===== src/rtl/alu_pkg.sv =====
// Shared types and constants for the ALU issue scheduler and its testbench.
package alu_pkg;

   typedef enum logic [3:0] {
      OP_AND    = 4'd0,
      OP_OR     = 4'd1,
      OP_NOT    = 4'd2,
      OP_ADD    = 4'd3,
      OP_SUB    = 4'd4,
      OP_INC    = 4'd5,
      OP_SHL    = 4'd6,
      OP_SHR    = 4'd7,
      OP_POPCNT = 4'd8
   } alu_op_e;

   localparam int ALU_LATENCY_C = 6;
   localparam int TAG_W_C       = 4;

   typedef struct packed {
      logic [63:0]        data;
      logic [TAG_W_C-1:0] tag;
      logic               err;
   } resp_t;

   // Opcodes above POPCNT have no ALU meaning and are issued as NOPs.
   function automatic logic opIsValid(input logic [3:0] op);
      return op <= 4'(OP_POPCNT);
   endfunction

endpackage


===== src/rtl/sync_fifo.sv =====
// Single-clock FIFO with registered pointers and an occupancy count.
module sync_fifo #(
   parameter int WIDTH = 8,
   parameter int DEPTH = 8
) (
   input  logic                   clk,
   input  logic                   rst,
   input  logic                   push,
   input  logic                   pop,
   input  logic [WIDTH-1:0]       din,
   output logic [WIDTH-1:0]       dout,
   output logic                   full,
   output logic                   empty,
   output logic [$clog2(DEPTH):0] count
);

   localparam int AW = $clog2(DEPTH);
   localparam logic [AW:0] DEPTH_L = (AW + 1)'(DEPTH);

   logic [WIDTH-1:0] mem_q [DEPTH];
   logic [AW-1:0]    wrPtr_q;
   logic [AW-1:0]    rdPtr_q;
   logic [AW:0]      count_q;
   logic             doPush;
   logic             doPop;

   assign full   = (count_q == DEPTH_L);
   assign empty  = (count_q == '0);
   assign count  = count_q;
   assign dout   = mem_q[rdPtr_q];
   assign doPush = push & ~full;
   assign doPop  = pop & ~empty;

   // Storage array; contents are only meaningful between the pointers, so no reset.
   always_ff @(posedge clk) begin
      if (doPush) begin
         mem_q[wrPtr_q] <= din;
      end
   end

   // Pointers wrap naturally because DEPTH is a power of two.
   always_ff @(posedge clk or posedge rst) begin
      if (rst) begin
         wrPtr_q <= '0;
         rdPtr_q <= '0;
         count_q <= '0;
      end else begin
         if (doPush) begin
            wrPtr_q <= wrPtr_q + AW'(1);
         end
         if (doPop) begin
            rdPtr_q <= rdPtr_q + AW'(1);
         end
         case ({doPush, doPop})
            2'b10:   count_q <= count_q + (AW + 1)'(1);
            2'b01:   count_q <= count_q - (AW + 1)'(1);
            default: count_q <= count_q;
         endcase
      end
   end

endmodule


===== src/rtl/alu_issue_sched.sv =====
// Front-end for the no-backpressure pipelined ALU: issues tagged requests,
// pairs returning results with their tags and replays them in issue order.
module alu_issue_sched
   import alu_pkg::*;
#(
   parameter int DEPTH       = 8,
   parameter int ALU_LATENCY = ALU_LATENCY_C,
   parameter int TAG_W       = 4
) (
   input  logic             clk,
   input  logic             rst,
   input  logic             req_valid,
   output logic             req_ready,
   input  logic [63:0]      req_a,
   input  logic [63:0]      req_b,
   input  logic [3:0]       req_op,
   input  logic [TAG_W-1:0] req_tag,
   output logic [63:0]      alu_a,
   output logic [63:0]      alu_b,
   output logic [3:0]       alu_op,
   output logic             alu_valid,
   input  logic [63:0]      alu_z,
   input  logic             alu_valid_o,
   output logic             resp_valid,
   input  logic             resp_ready,
   output logic [63:0]      resp_data,
   output logic [TAG_W-1:0] resp_tag,
   output logic             resp_err,
   output logic             proto_err
);

   localparam int CW = $clog2(DEPTH + 1);
   localparam int BW = $clog2(ALU_LATENCY + 2);
   localparam int FW = 64 + TAG_W + 1;
   localparam logic [CW-1:0] DEPTH_C = CW'(DEPTH);
   localparam logic [BW-1:0] BLANK_C = BW'(ALU_LATENCY + 1);

   logic [CW-1:0]      cnt_q, cnt_d;
   logic [BW-1:0]      blank_q;
   logic               blank;
   logic               accept;
   logic               reqErr;
   logic               pop;
   logic               push;
   logic               lost;
   logic               protoHit;
   logic               finalVld;
   logic               protoErr_q;

   logic [63:0]        aluA_q, aluB_q;
   logic [3:0]         aluOp_q;
   logic               aluValid_q;

   logic [ALU_LATENCY:0] pipeVld_q;
   logic [ALU_LATENCY:0] pipeErr_q;
   logic [TAG_W-1:0]     pipeTag_q [ALU_LATENCY+1];

   logic [FW-1:0]      pushWord, headWord, respLast_q, respWord;
   logic               fifoFull, fifoEmpty;
   logic [$clog2(DEPTH):0] fifoCount;

   assign blank     = (blank_q != '0);
   assign req_ready = ~blank & (cnt_q < DEPTH_C);
   assign accept    = req_valid & req_ready;
   assign reqErr    = ~opIsValid(req_op);

   assign finalVld  = pipeVld_q[ALU_LATENCY];
   assign push      = finalVld & alu_valid_o;
   assign lost      = finalVld & ~alu_valid_o;
   assign protoHit  = ~blank & (finalVld ^ alu_valid_o);
   assign pushWord  = {pipeErr_q[ALU_LATENCY] ? 64'd0 : alu_z,
                       pipeTag_q[ALU_LATENCY], pipeErr_q[ALU_LATENCY]};

   assign pop        = ~fifoEmpty & resp_ready;
   assign resp_valid = ~fifoEmpty;
   assign respWord   = fifoEmpty ? respLast_q : headWord;
   assign resp_data  = respWord[FW-1 -: 64];
   assign resp_tag   = respWord[TAG_W:1];
   assign resp_err   = respWord[0];
   assign proto_err  = protoErr_q;

   assign alu_a     = aluA_q;
   assign alu_b     = aluB_q;
   assign alu_op    = aluOp_q;
   assign alu_valid = aluValid_q;

   // Hold off new work until stale ALU valid stages from before reset have drained.
   always_ff @(posedge clk or posedge rst) begin
      if (rst) begin
         blank_q <= BLANK_C;
      end else if (blank_q != '0) begin
         blank_q <= blank_q - BW'(1);
      end
   end

   // Credits cover every op in the ALU plus every buffered result; a slot lost
   // to a missing ALU response is handed back so the port cannot starve.
   always_comb begin
      cnt_d = cnt_q + CW'(accept) - CW'(pop) - CW'(lost);
   end

   // Credit counter register.
   always_ff @(posedge clk or posedge rst) begin
      if (rst) begin
         cnt_q <= '0;
      end else begin
         cnt_q <= cnt_d;
      end
   end

   // Issue register: operands held when idle, invalid opcodes sent as a harmless AND.
   always_ff @(posedge clk or posedge rst) begin
      if (rst) begin
         aluA_q     <= '0;
         aluB_q     <= '0;
         aluOp_q    <= '0;
         aluValid_q <= 1'b0;
      end else begin
         aluValid_q <= accept;
         if (accept) begin
            aluA_q  <= req_a;
            aluB_q  <= req_b;
            aluOp_q <= reqErr ? 4'(OP_AND) : req_op;
         end
      end
   end

   // Tag pipe whose last stage lines up with alu_valid_o for the same op.
   always_ff @(posedge clk or posedge rst) begin
      if (rst) begin
         pipeVld_q <= '0;
         pipeErr_q <= '0;
         for (int i = 0; i <= ALU_LATENCY; i++) begin
            pipeTag_q[i] <= '0;
         end
      end else begin
         pipeVld_q    <= {pipeVld_q[ALU_LATENCY-1:0], accept};
         pipeErr_q    <= {pipeErr_q[ALU_LATENCY-1:0], accept & reqErr};
         pipeTag_q[0] <= accept ? req_tag : '0;
         for (int i = 1; i <= ALU_LATENCY; i++) begin
            pipeTag_q[i] <= pipeTag_q[i-1];
         end
      end
   end

   // Sticky protocol error: an ALU result with no owner or an owner with no result.
   always_ff @(posedge clk or posedge rst) begin
      if (rst) begin
         protoErr_q <= 1'b0;
      end else if (protoHit) begin
         protoErr_q <= 1'b1;
      end
   end

   // Remember the last popped entry so the response port holds steady when empty.
   always_ff @(posedge clk or posedge rst) begin
      if (rst) begin
         respLast_q <= '0;
      end else if (pop) begin
         respLast_q <= headWord;
      end
   end

   sync_fifo #(
      .WIDTH (FW),
      .DEPTH (DEPTH)
   ) resultFifo (
      .clk   (clk),
      .rst   (rst),
      .push  (push),
      .pop   (pop),
      .din   (pushWord),
      .dout  (headWord),
      .full  (fifoFull),
      .empty (fifoEmpty),
      .count (fifoCount)
   );

   // The credit scheme must make overflow unreachable and bound buffered entries.
   assert property (@(posedge clk) disable iff (rst) !(push && fifoFull));
   assert property (@(posedge clk) disable iff (rst) fifoCount <= cnt_q);

endmodule


===== config.mk =====
export PLATFORM = sky130hd
export DESIGN_NAME = alu_issue_sched
export DESIGN_NICKNAME = d
export VERILOG_FILES = /design/src/rtl/alu_pkg.sv /design/src/rtl/sync_fifo.sv /design/src/rtl/alu_issue_sched.sv
export SDC_FILE = /design/constraint.sdc
export NUM_CORES = 1
export LEC_CHECK = 0
export CORE_MARGIN = 5
export CORE_UTILIZATION = 55
export CTS_CLUSTER_SIZE = 40
export DETAILED_ROUTE_END_ITERATION = 7
export GPL_TIMING_DRIVEN = 0
export PLACE_DENSITY = 0.78
export SLEW_MARGIN = 10
export SYNTH_ARGS = -nofsm -noshare
export SYNTH_HDL_FRONTEND = slang
export SYNTH_SLANG_ARGS = --single-unit

===== constraint.sdc =====
create_clock -name clk -period 22.8 [get_ports clk]
set_input_delay 2.28 -clock clk [delete_from_list [all_inputs] [get_ports clk]]
set_output_delay 2.28 -clock clk [all_outputs]
set_load 0.01 [all_outputs]

; After elaboration in Yosys (flattened, before gate mapping)
; Memories as Yosys holds them, arrays and structs flattened.
; Cells that the tools add are included.
[classes]
reduce_logical = 3
eq_ne = 3
n_shift = 0
n_mux = 7
multipliers = 0
n_bitwise = 15
order_cmp = 2
n_addsub = 8
div_mod_pow = 0
[op_table]
columns = cell, n
row1 = 69-bit two-way mux, 1
row2 = 64-bit two-way mux, 1
row3 = 1-bit bitwise AND, 9
row4 = 4-bit two-way mux, 2
row5 = 4-bit one-hot mux with 2 select lines, 1
row6 = 4-bit by 1-bit subtractor with 4-bit output, 2
row7 = 3-bit by 1-bit adder with 3-bit output (second input constant), 2
row8 = 1-bit NOT, 5
row9 = 4-bit by 1-bit adder with 4-bit output, 1
row10 = 4-bit by 1-bit adder with 4-bit output (second input constant), 1
row11 = 4-bit equality test (second input constant), 1
row12 = 4-bit less-or-equal comparator (second input constant), 1
row13 = 4-bit logical NOT, 1
row14 = 4-bit less-than comparator (second input constant), 1
row15 = 4-bit by 1-bit subtractor with 4-bit output (second input constant), 1
row16 = 3-bit nonzero test, 1
row17 = 3-bit by 1-bit subtractor with 3-bit output (second input constant), 1
row18 = 2-bit by 1-bit equality test with 1-bit output (second input constant), 1
row19 = 2-bit equality test (second input constant), 1
row20 = 1-bit two-way mux, 2
row21 = 2-bit nonzero test, 1
row22 = 1-bit bitwise XOR, 1
[totals]
reg_bits = 262
output_inout_bits = 205
mem_count = 1
latch_bits = 0
mem_bits_rw = 552
in_bits = 205
romBits = 0
[mem_list]
columns = name, words, word_bits, rd, rd_ports_with_merged_regs, wr, line
row1 = resultFifo.mem_q, 8, 69, 1, 0, 1, sync_fifo.sv:20  ; logic [WIDTH-1:0] mem_q [DEPTH];

; Logic depth before layout (Yosys ltp)
; Gate-level depths: netlist of run 1.
[depth]
depth_word = 7
ltp_mapped = 13
ltp_nobuf = 11

; Modules after synthesis
; From an unflattened synthesis of run 1, not the netlist that was laid out.
[unflattened]
cells_unflattened = 1529
area_unflattened_um2 = 32179.6
[by_module_without_submodules]
columns = module, area_per_inst_um2, n_inst, seq_area_each_um2, cells_each
row1 = sync_fifo, 21369.2, 1, 16826.1, 866
row2 = alu_issue_sched, 10810.4, 1, 6284.8, 663

; Worst setup path after synthesis of run 1
; OpenSTA, ideal clock, no wires.
[synth_path]
path_type = input -> register
startpoint = input alu_valid_o
endpoint = memory resultFifo.mem_q[0][0] (netlist bit) (enable)
setup_slack_ns = 14.761
arrival_time_ns = 7.459
cell_stages = 4
path_cell_list = ha_1 -> o41a_1 -> nand2b_1 -> nor3_1
[synth_via]
elab_chain_cells = 4
[synth_lines]
columns = element, line
row1 = "start, declared", alu_issue_sched.sv:23  ; input logic alu_valid_o,
row2 = 1-bit bitwise AND, alu_issue_sched.sv:68  ; assign push = finalVld & alu_valid_o;
row3 = 1-bit bitwise AND, sync_fifo.sv:31  ; assign doPush = push & ~full;
row4 = 1-bit two-way mux, sync_fifo.sv:36  ; if (doPush) begin
row5 = 1-bit two-way mux (not written as such), sync_fifo.sv:37  ; mem_q[wrPtr_q] <= din;
row6 = "end, declared", sync_fifo.sv:20
; No other way between the ends.

; Final worst setup path of run 1
[layout_path]
startpoint = register resultFifo.rdPtr_q[1]
endpoint = output resp_data[18]
[layout_via]
elab_chain_cells = 2
[layout_lines]
columns = element, line
row1 = "start, declared", sync_fifo.sv:22  ; logic [AW-1:0] rdPtr_q;
row2 = "start signal, assigned", sync_fifo.sv:52  ; rdPtr_q <= rdPtr_q + AW'(1);
row3 = memory 8 x 69 bit, -
row4 = 69-bit two-way mux, alu_issue_sched.sv:76  ; assign respWord = fifoEmpty ? respLast_q : headWord;
row5 = "end, declared", alu_issue_sched.sv:26  ; output logic [63:0] resp_data,
; No other way between the ends.

==> impl_metrics.json, run 1 <==
{
  "synth-xor-area-share": 0.00221,
  "dr.pass1.iters": 5,
  "fin_crit_sh": 0.262,
  "synth-adder-area-share": 0.00664,
  "avgSynthCellArea_um2": 14.5,
  "path_cells": "nor2_1 > buf_2 > clkbuf_1 > a221o_1 > o21ai_1 > clkdlybuf4s50_1",
  "path_max_fanout": 10,
  "dp.cells": 3401,
  "num-fill-cells": 3788,
  "antenna_left": 0,
  "core_mm2": 0.0574,
  "final_nets": 2938,
  "die_height_um": 250,
  "track_usage": 0.278,
  "drtIter0Drc": 1710,
  "setup_violations": 0,
  "fmax_mhz": 167,
  "p_leak_uw": 0.0154,
  "routed_wl_um": 88300,
  "synth.area.mux_share": 0.0933,
  "startpoint_type": "flop",
  "vdd_drop_max_v": 0.000107,
  "avgRoutedWirePerCell_um": 24.9,
  "antenna_found_initial": 4,
  "internal-power_uw": 3490,
  "min_period_ps": 5980,
  "die_w_um": 250,
  "fin_setup_tns_ps": 0,
  "grt_max_degree": 113,
  "grt_pass1_vias": 21300,
  "rsz0062_at_grt": "false",
  "relSlewSlack": 0.357,
  "cts_hold_buf": 0,
  "crit_arrival_ps": 3700,
  "post_cts_resized": 0,
  "ctsRootBufferMaster": "clkbuf_16",
  "portBuffers": 409,
  "power_density_mw_per_mm2": 132,
  "gr-total-overflow": 0,
  "synth_top_family_by_area": "multiplexers",
  "die_area_mm2": 0.0625,
  "synth-seq-cells": 813,
  "dr_wl_met3_um": 7810,
  "seqPwrFrac": 0.377,
  "wl_met2_um": 45200,
  "post_cts_buffers": 0,
  "final_cell_mix": "edfxtp_1, nand2_1, clkdlybuf4s50_1",
  "cp_slowest_cell": "clkdlybuf4s50_1",
  "hpwl_um": 61000,
  "cp-end-kind": "output pin",
  "clk_path_buf_depth": 3,
  "drive_gt1_frac": 0.106,
  "synthToLayoutAreaGrowth_pct": 26.1,
  "cpPeakStageDelay_ps": 620,
  "clockPowerShare": 0.242,
  "cts_tree": "yes",
  "yosysTopAreaCellShare": 0.523,
  "cap_violations": 0,
  "required_ps": 20520,
  "synth.distinct_cells": 41,
  "setup_ws_ps": 16820,
  "worst_hold_path_type": "reg2reg",
  "clkSlewWorstSetupHoldPaths_ps": 60,
  "ys_async_sr_fraction": 0.321,
  "clock_latency_ps": 620,
  "report.final.slew_viol_count": 0,
  "tightest_slew_ps": 963,
  "status": "finished clean",
  "synth_edf_count": 552,
  "gp_congestion": 0.933,
  "synth_area_leader_cell": "edfxtp_1",
  "final_common_cell": "edfxtp_1",
  "layout.area.seq_mm2": 0.0231,
  "grt_pass1_wl_um": 131000,
  "multi_input_area_mm2": 0.00783,
  "topRoutingLayerUsed": "met5",
  "hold_violations": 0,
  "vias": 20100,
  "synthCells": 2189,
  "wl_met1_um": 32200,
  "synth_area_mm2": 0.0317,
  "boundaryPins": 410,
  "drc_errors": 0,
  "synthFlopType": "edfxtp_1",
  "synth_compound_area_frac": 0.0595,
  "core.rowCount": 88,
  "p_sw_frac": 0.337,
  "numClockSinks": 813,
  "hold_ws_ps": 345,
  "crit_type": "reg2out",
  "final_util": 0.696,
  "syn_nets": 2409,
  "htree_levels": 3,
  "netSwitchingPower_uw": 1770,
  "synth_warnings": 0,
  "skew_ps": 16.8,
  "power.share.combinational": 0.382,
  "ys_seq_area_frac": 0.730,
  "numCtsBuffers": 80,
  "pre_cts_ws_ps": 16630,
  "start_util": 0.552,
  "stdcell_count": 3552,
  "synth_simple_gate_area_frac": 0.0837,
  "synth_area_leaders": "edfxtp_1, dfrtp_1, nand2_1, mux2i_1, mux2_1",
  "via_per_inst": 5.67
}
[power by group through the flow]
stage	Sequential (µW)	Clock, µW	Combinational, µW
global placement	2000	0	1940
global route	2010	1350	2140
finish	1980	1270	2010
detailed placement	2000	0	2010
floorplan	2040	0	988
CTS	1980	1290	2020
[layout make-up]
type	count	area share
multi-input combinational	1229	0.196
inverter	20	0.00207
clock buffer	115	0.0562
tap	765	0.0240
buffer	127	0.0179
timing repair buffer	447	0.118
clock inverter	32	0.00695
sequential	813	0.579
antenna	4	0.000251
[cells in the mapped netlist (5+ instances only)]
library cell and n:
dfrtp_1 258, nor2_1 9, mux2_1 73, inv_1 15, o22ai_1 69, buf_4 11
nor2b_1 65, mux2i_1 139, buf_6 13, nand2b_1 5, xnor2_1 6, clkbuf_1 61
buf_8 5, buf_2 34, edfxtp_1 552, a221o_1 69, ha_1 12, nand2_1 546
o21ai_1 138, inv_2 5, mux2_2 66
[critical path: cells and delay by family (launching register included)]
kind / cells / cell delay (ps)
AOI/OAI and AO/OA: 2 / 400
buffers and inverters: 3 / 1630
DFF: 1 / 430
and+or+nand+nor: 1 / 610
[flip-flops by register name (all words and copies together), names as in the netlist]
register / flops
resultFifo.mem_q: 552
respLast_q: 69
alu_a: 64
alu_b: 64
pipeTag_q: 28
pipeErr_q: 7
pipeVld_q: 7
alu_op: 4
cnt_q: 4
resultFifo.count: 4
blank_q: 3
resultFifo.rdPtr_q: 3
resultFifo.wrPtr_q: 3
proto_err: 1
[per-layer routing]
metal  track usage  up-vias
li1              -     8987
met1         0.340    10100
met2         0.483      871
met3        0.0773      148
met4        0.0922        2
met5             0        -
[through the flow]
stage	cell area [µm²]	power [µW]
final	39900	5270
after global routing	39900	5500
after CTS	39900	5290
after detailed placement	37400	4010
after global placement	36700	3940
after floorplan	31700	3030
[path summary, 6_finish.rpt]
path / slack (ps) / from / cells after the start / endpoint
max: 16820 / resultFifo.rdPtr_q[1]$_DFFE_PP0P_ / 6 / resp_data[18]
min: 350 / pipeErr_q[2]$_DFF_PP0_ / 0 / pipeErr_q[3]$_DFF_PP0_
max reg2reg: 18330 / resultFifo.count[2]$_DFFE_PP0P_ / 11 / cnt_q[3]$_DFF_PP0_
min reg2reg: 350 / pipeErr_q[2]$_DFF_PP0_ / 0 / pipeErr_q[3]$_DFF_PP0_
max in group asynchronous: 19250 / rst / 4 / alu_b[62]$_DFFE_PP0N_
min in group asynchronous: 2240 / rst / 2 / pipeTag_q[26]$_DFF_PP0_
[cell families after synthesis]
logic type | after synthesis
DFF | 813
and+or+nand+nor | 642
AOI/OAI and AO/OA | 286
muxes | 278
buffers and inverters | 147
adders and majority gates | 15
xor gates and xnor gates | 8
No activity file was read; power rests on OpenSTA's default activity.
==> run 2, diff against run 1 <==
==> constraint.sdc (replaced) <==
create_clock -name clk -period 5.9 [get_ports clk]
set_input_delay 0.59 -clock clk [delete_from_list [all_inputs] [get_ports clk]]
set_output_delay 0.59 -clock clk [all_outputs]
set_load 0.01 [all_outputs]
==> run 2 against run 1 <==
Worst hold slack worse by 11 ps. Critical endpoint is now resp_data[17]. Via count rose by 0.10%. Die area unchanged.
==> impl_metrics.json, run 2 (synthesis gave the netlist of run 1 again) <==
{
  "post_cts_resized": 0,
  "drive_gt1_frac": 0.111,
  "antenna_left": 0,
  "seqPwrFrac": 0.376,
  "rsz0062_at_grt": "false",
  "drtIter0Drc": 1649,
  "clock_latency_ps": 610,
  "cap_violations": 0,
  "cp-startpoint": "resultFifo.rdPtr_q[1]$_DFFE_PP0P_",
  "fmax_mhz": 215,
  "cts_hold_buf": 0,
  "stdcell_count": 3559,
  "numCtsBuffers": 81,
  "grt_pass1_vias": 21100,
  "cts_tree": "yes",
  "layout.area.seq_mm2": 0.0231,
  "routed_wl_um": 86500,
  "vias": 20200,
  "synthToLayoutAreaGrowth_pct": 26.8,
  "gp_congestion": 0.956,
  "internal-power_uw": 13600,
  "gr-total-overflow": 0,
  "avgRoutedWirePerCell_um": 24.3,
  "htree_levels": 3,
  "p_leak_uw": 0.0155,
  "track_usage": 0.272,
  "reg.largest.list": "resultFifo.mem_q (552), respLast_q (69)",
  "hpwl_um": 60000,
  "cp-end-kind": "output pin",
  "grt_max_degree": 39,
  "multi_input_area_mm2": 0.00784,
  "required_ps": 5310,
  "power_density_mw_per_mm2": 508,
  "fin_setup_tns_ps": 0,
  "core.rowCount": 88,
  "r2r_setup_slack_ps": 1520,
  "power.share.combinational": 0.380,
  "antenna_found_initial": 16,
  "hold_ws_ps": 334,
  "startpoint_type": "flop",
  "dpl_cell_area_mm2": 0.0375,
  "largest_reg_flops": 552,
  "drc_errors": 0,
  "dp.cells": 3400,
  "die_height_um": 250,
  "final_common_cell": "edfxtp_1",
  "report.final.slew_viol_count": 0,
  "core_mm2": 0.0574,
  "path_max_fanout": 10,
  "dr.pass1.iters": 5,
  "crit_type": "reg2out",
  "die_area_mm2": 0.0625,
  "num-fill-cells": 3791,
  "skew_ps": 20.7,
  "die_w_um": 250,
  "clkSlewWorstSetupHoldPaths_ps": 60,
  "worst_hold_path_type": "reg2reg",
  "boundaryPins": 410,
  "via_per_inst": 5.67,
  "start_util": 0.552,
  "rr_worst_depth": 11,
  "status": "finished clean",
  "setup_violations": 0,
  "fin_crit_sh": 0.787,
  "crit_arrival_ps": 4050,
  "netSwitchingPower_uw": 6840,
  "total_power_uw": 20400,
  "portBuffers": 409,
  "grt_pass1_wl_um": 128000,
  "numClockSinks": 813,
  "endpoint": "resp_data[17]",
  "largest_register": "resultFifo.mem_q",
  "regToRegStartpoint": "resultFifo.count[2]$_DFFE_PP0P_",
  "final_cell_mix": "edfxtp_1, nand2_1, clkdlybuf4s50_1",
  "p_sw_frac": 0.335,
  "clockPowerShare": 0.244,
  "post_cts_buffers": 0,
  "clk_path_buf_depth": 3,
  "vdd_drop_max_v": 0.000347,
  "final_nets": 2938,
  "postLayoutCellArea_mm2": 0.0402,
  "tightest_slew_ps": 962,
  "ctsRootBufferMaster": "clkbuf_16",
  "min_period_ps": 4640,
  "r2r-end": "cnt_q[3]$_DFF_PP0_",
  "relSlewSlack": 0.357,
  "hold_violations": 0
}
## run 2: critical path, cell delays in order, from the launching register on
cell and delay, ps:
dfrtp_1 430, nor2_1 770, buf_2 430, clkbuf_1 760, a221o_1 330, o21ai_1 160, clkdlybuf4s50_1 550
## run 2: worst min-delay path by stage
stage                                        from                 endpoint  slack [ps]  depth (start not counted)
after floorplan            pipeErr_q[0]$_DFF_PP0_   pipeErr_q[1]$_DFF_PP0_         330                          0
after global placement    pipeTag_q[18]$_DFF_PP0_  pipeTag_q[14]$_DFF_PP0_         330                          0
after detailed placement   pipeErr_q[4]$_DFF_PP0_   pipeErr_q[5]$_DFF_PP0_         330                          0
after CTS                  pipeVld_q[1]$_DFF_PP0_   pipeVld_q[2]$_DFF_PP0_         340                          0
after global routing      pipeTag_q[19]$_DFF_PP0_  pipeTag_q[15]$_DFF_PP0_         350                          0
final                      pipeTag_q[9]$_DFF_PP0_   pipeTag_q[5]$_DFF_PP0_         330                          0
## run 2: routing by layer
layer | routed length [µm] | up-vias | track usage
met2 | 43900 | 867 | 0.472
met4 | 3620 | 12 | 0.115
li1 | - | 8988 | -
met1 | 31000 | 10100 | 0.317
met3 | 7860 | 179 | 0.0813
met5 | 108 | - | 0
## run 2: power by group through the flow
stage               logic, µW  registers [µW]  clock network [µW]
floorplan                3820            7870                   0
global placement         7500            7740                   0
detailed placement       7740            7750                   0
CTS                      7810            7670                5040
global route             8280            7770                5310
finish                   7760            7680                4970
## run 2: cell type report
cell class | instances | area share
Sequential cell | 813 | 0.575
Multi-Input combinational cell | 1229 | 0.195
Timing Repair Buffer | 446 | 0.120
Clock buffer | 125 | 0.0605
Tap cell | 765 | 0.0238
Buffer | 127 | 0.0178
Clock inverter | 25 | 0.00436
Inverter | 20 | 0.00196
Antenna cell | 9 | 0.000561
## run 2: stage by stage
stage | worst slack [ps] | util
6_report | 1260 | 0.700
5_1_grt | 1250 | 0.700
4_1_cts | 1500 | 0.700
3_5_place_dp | 1510 | 0.654
3_3_place_gp | -2020 | 0.640
2_1_floorplan | 1400 | -
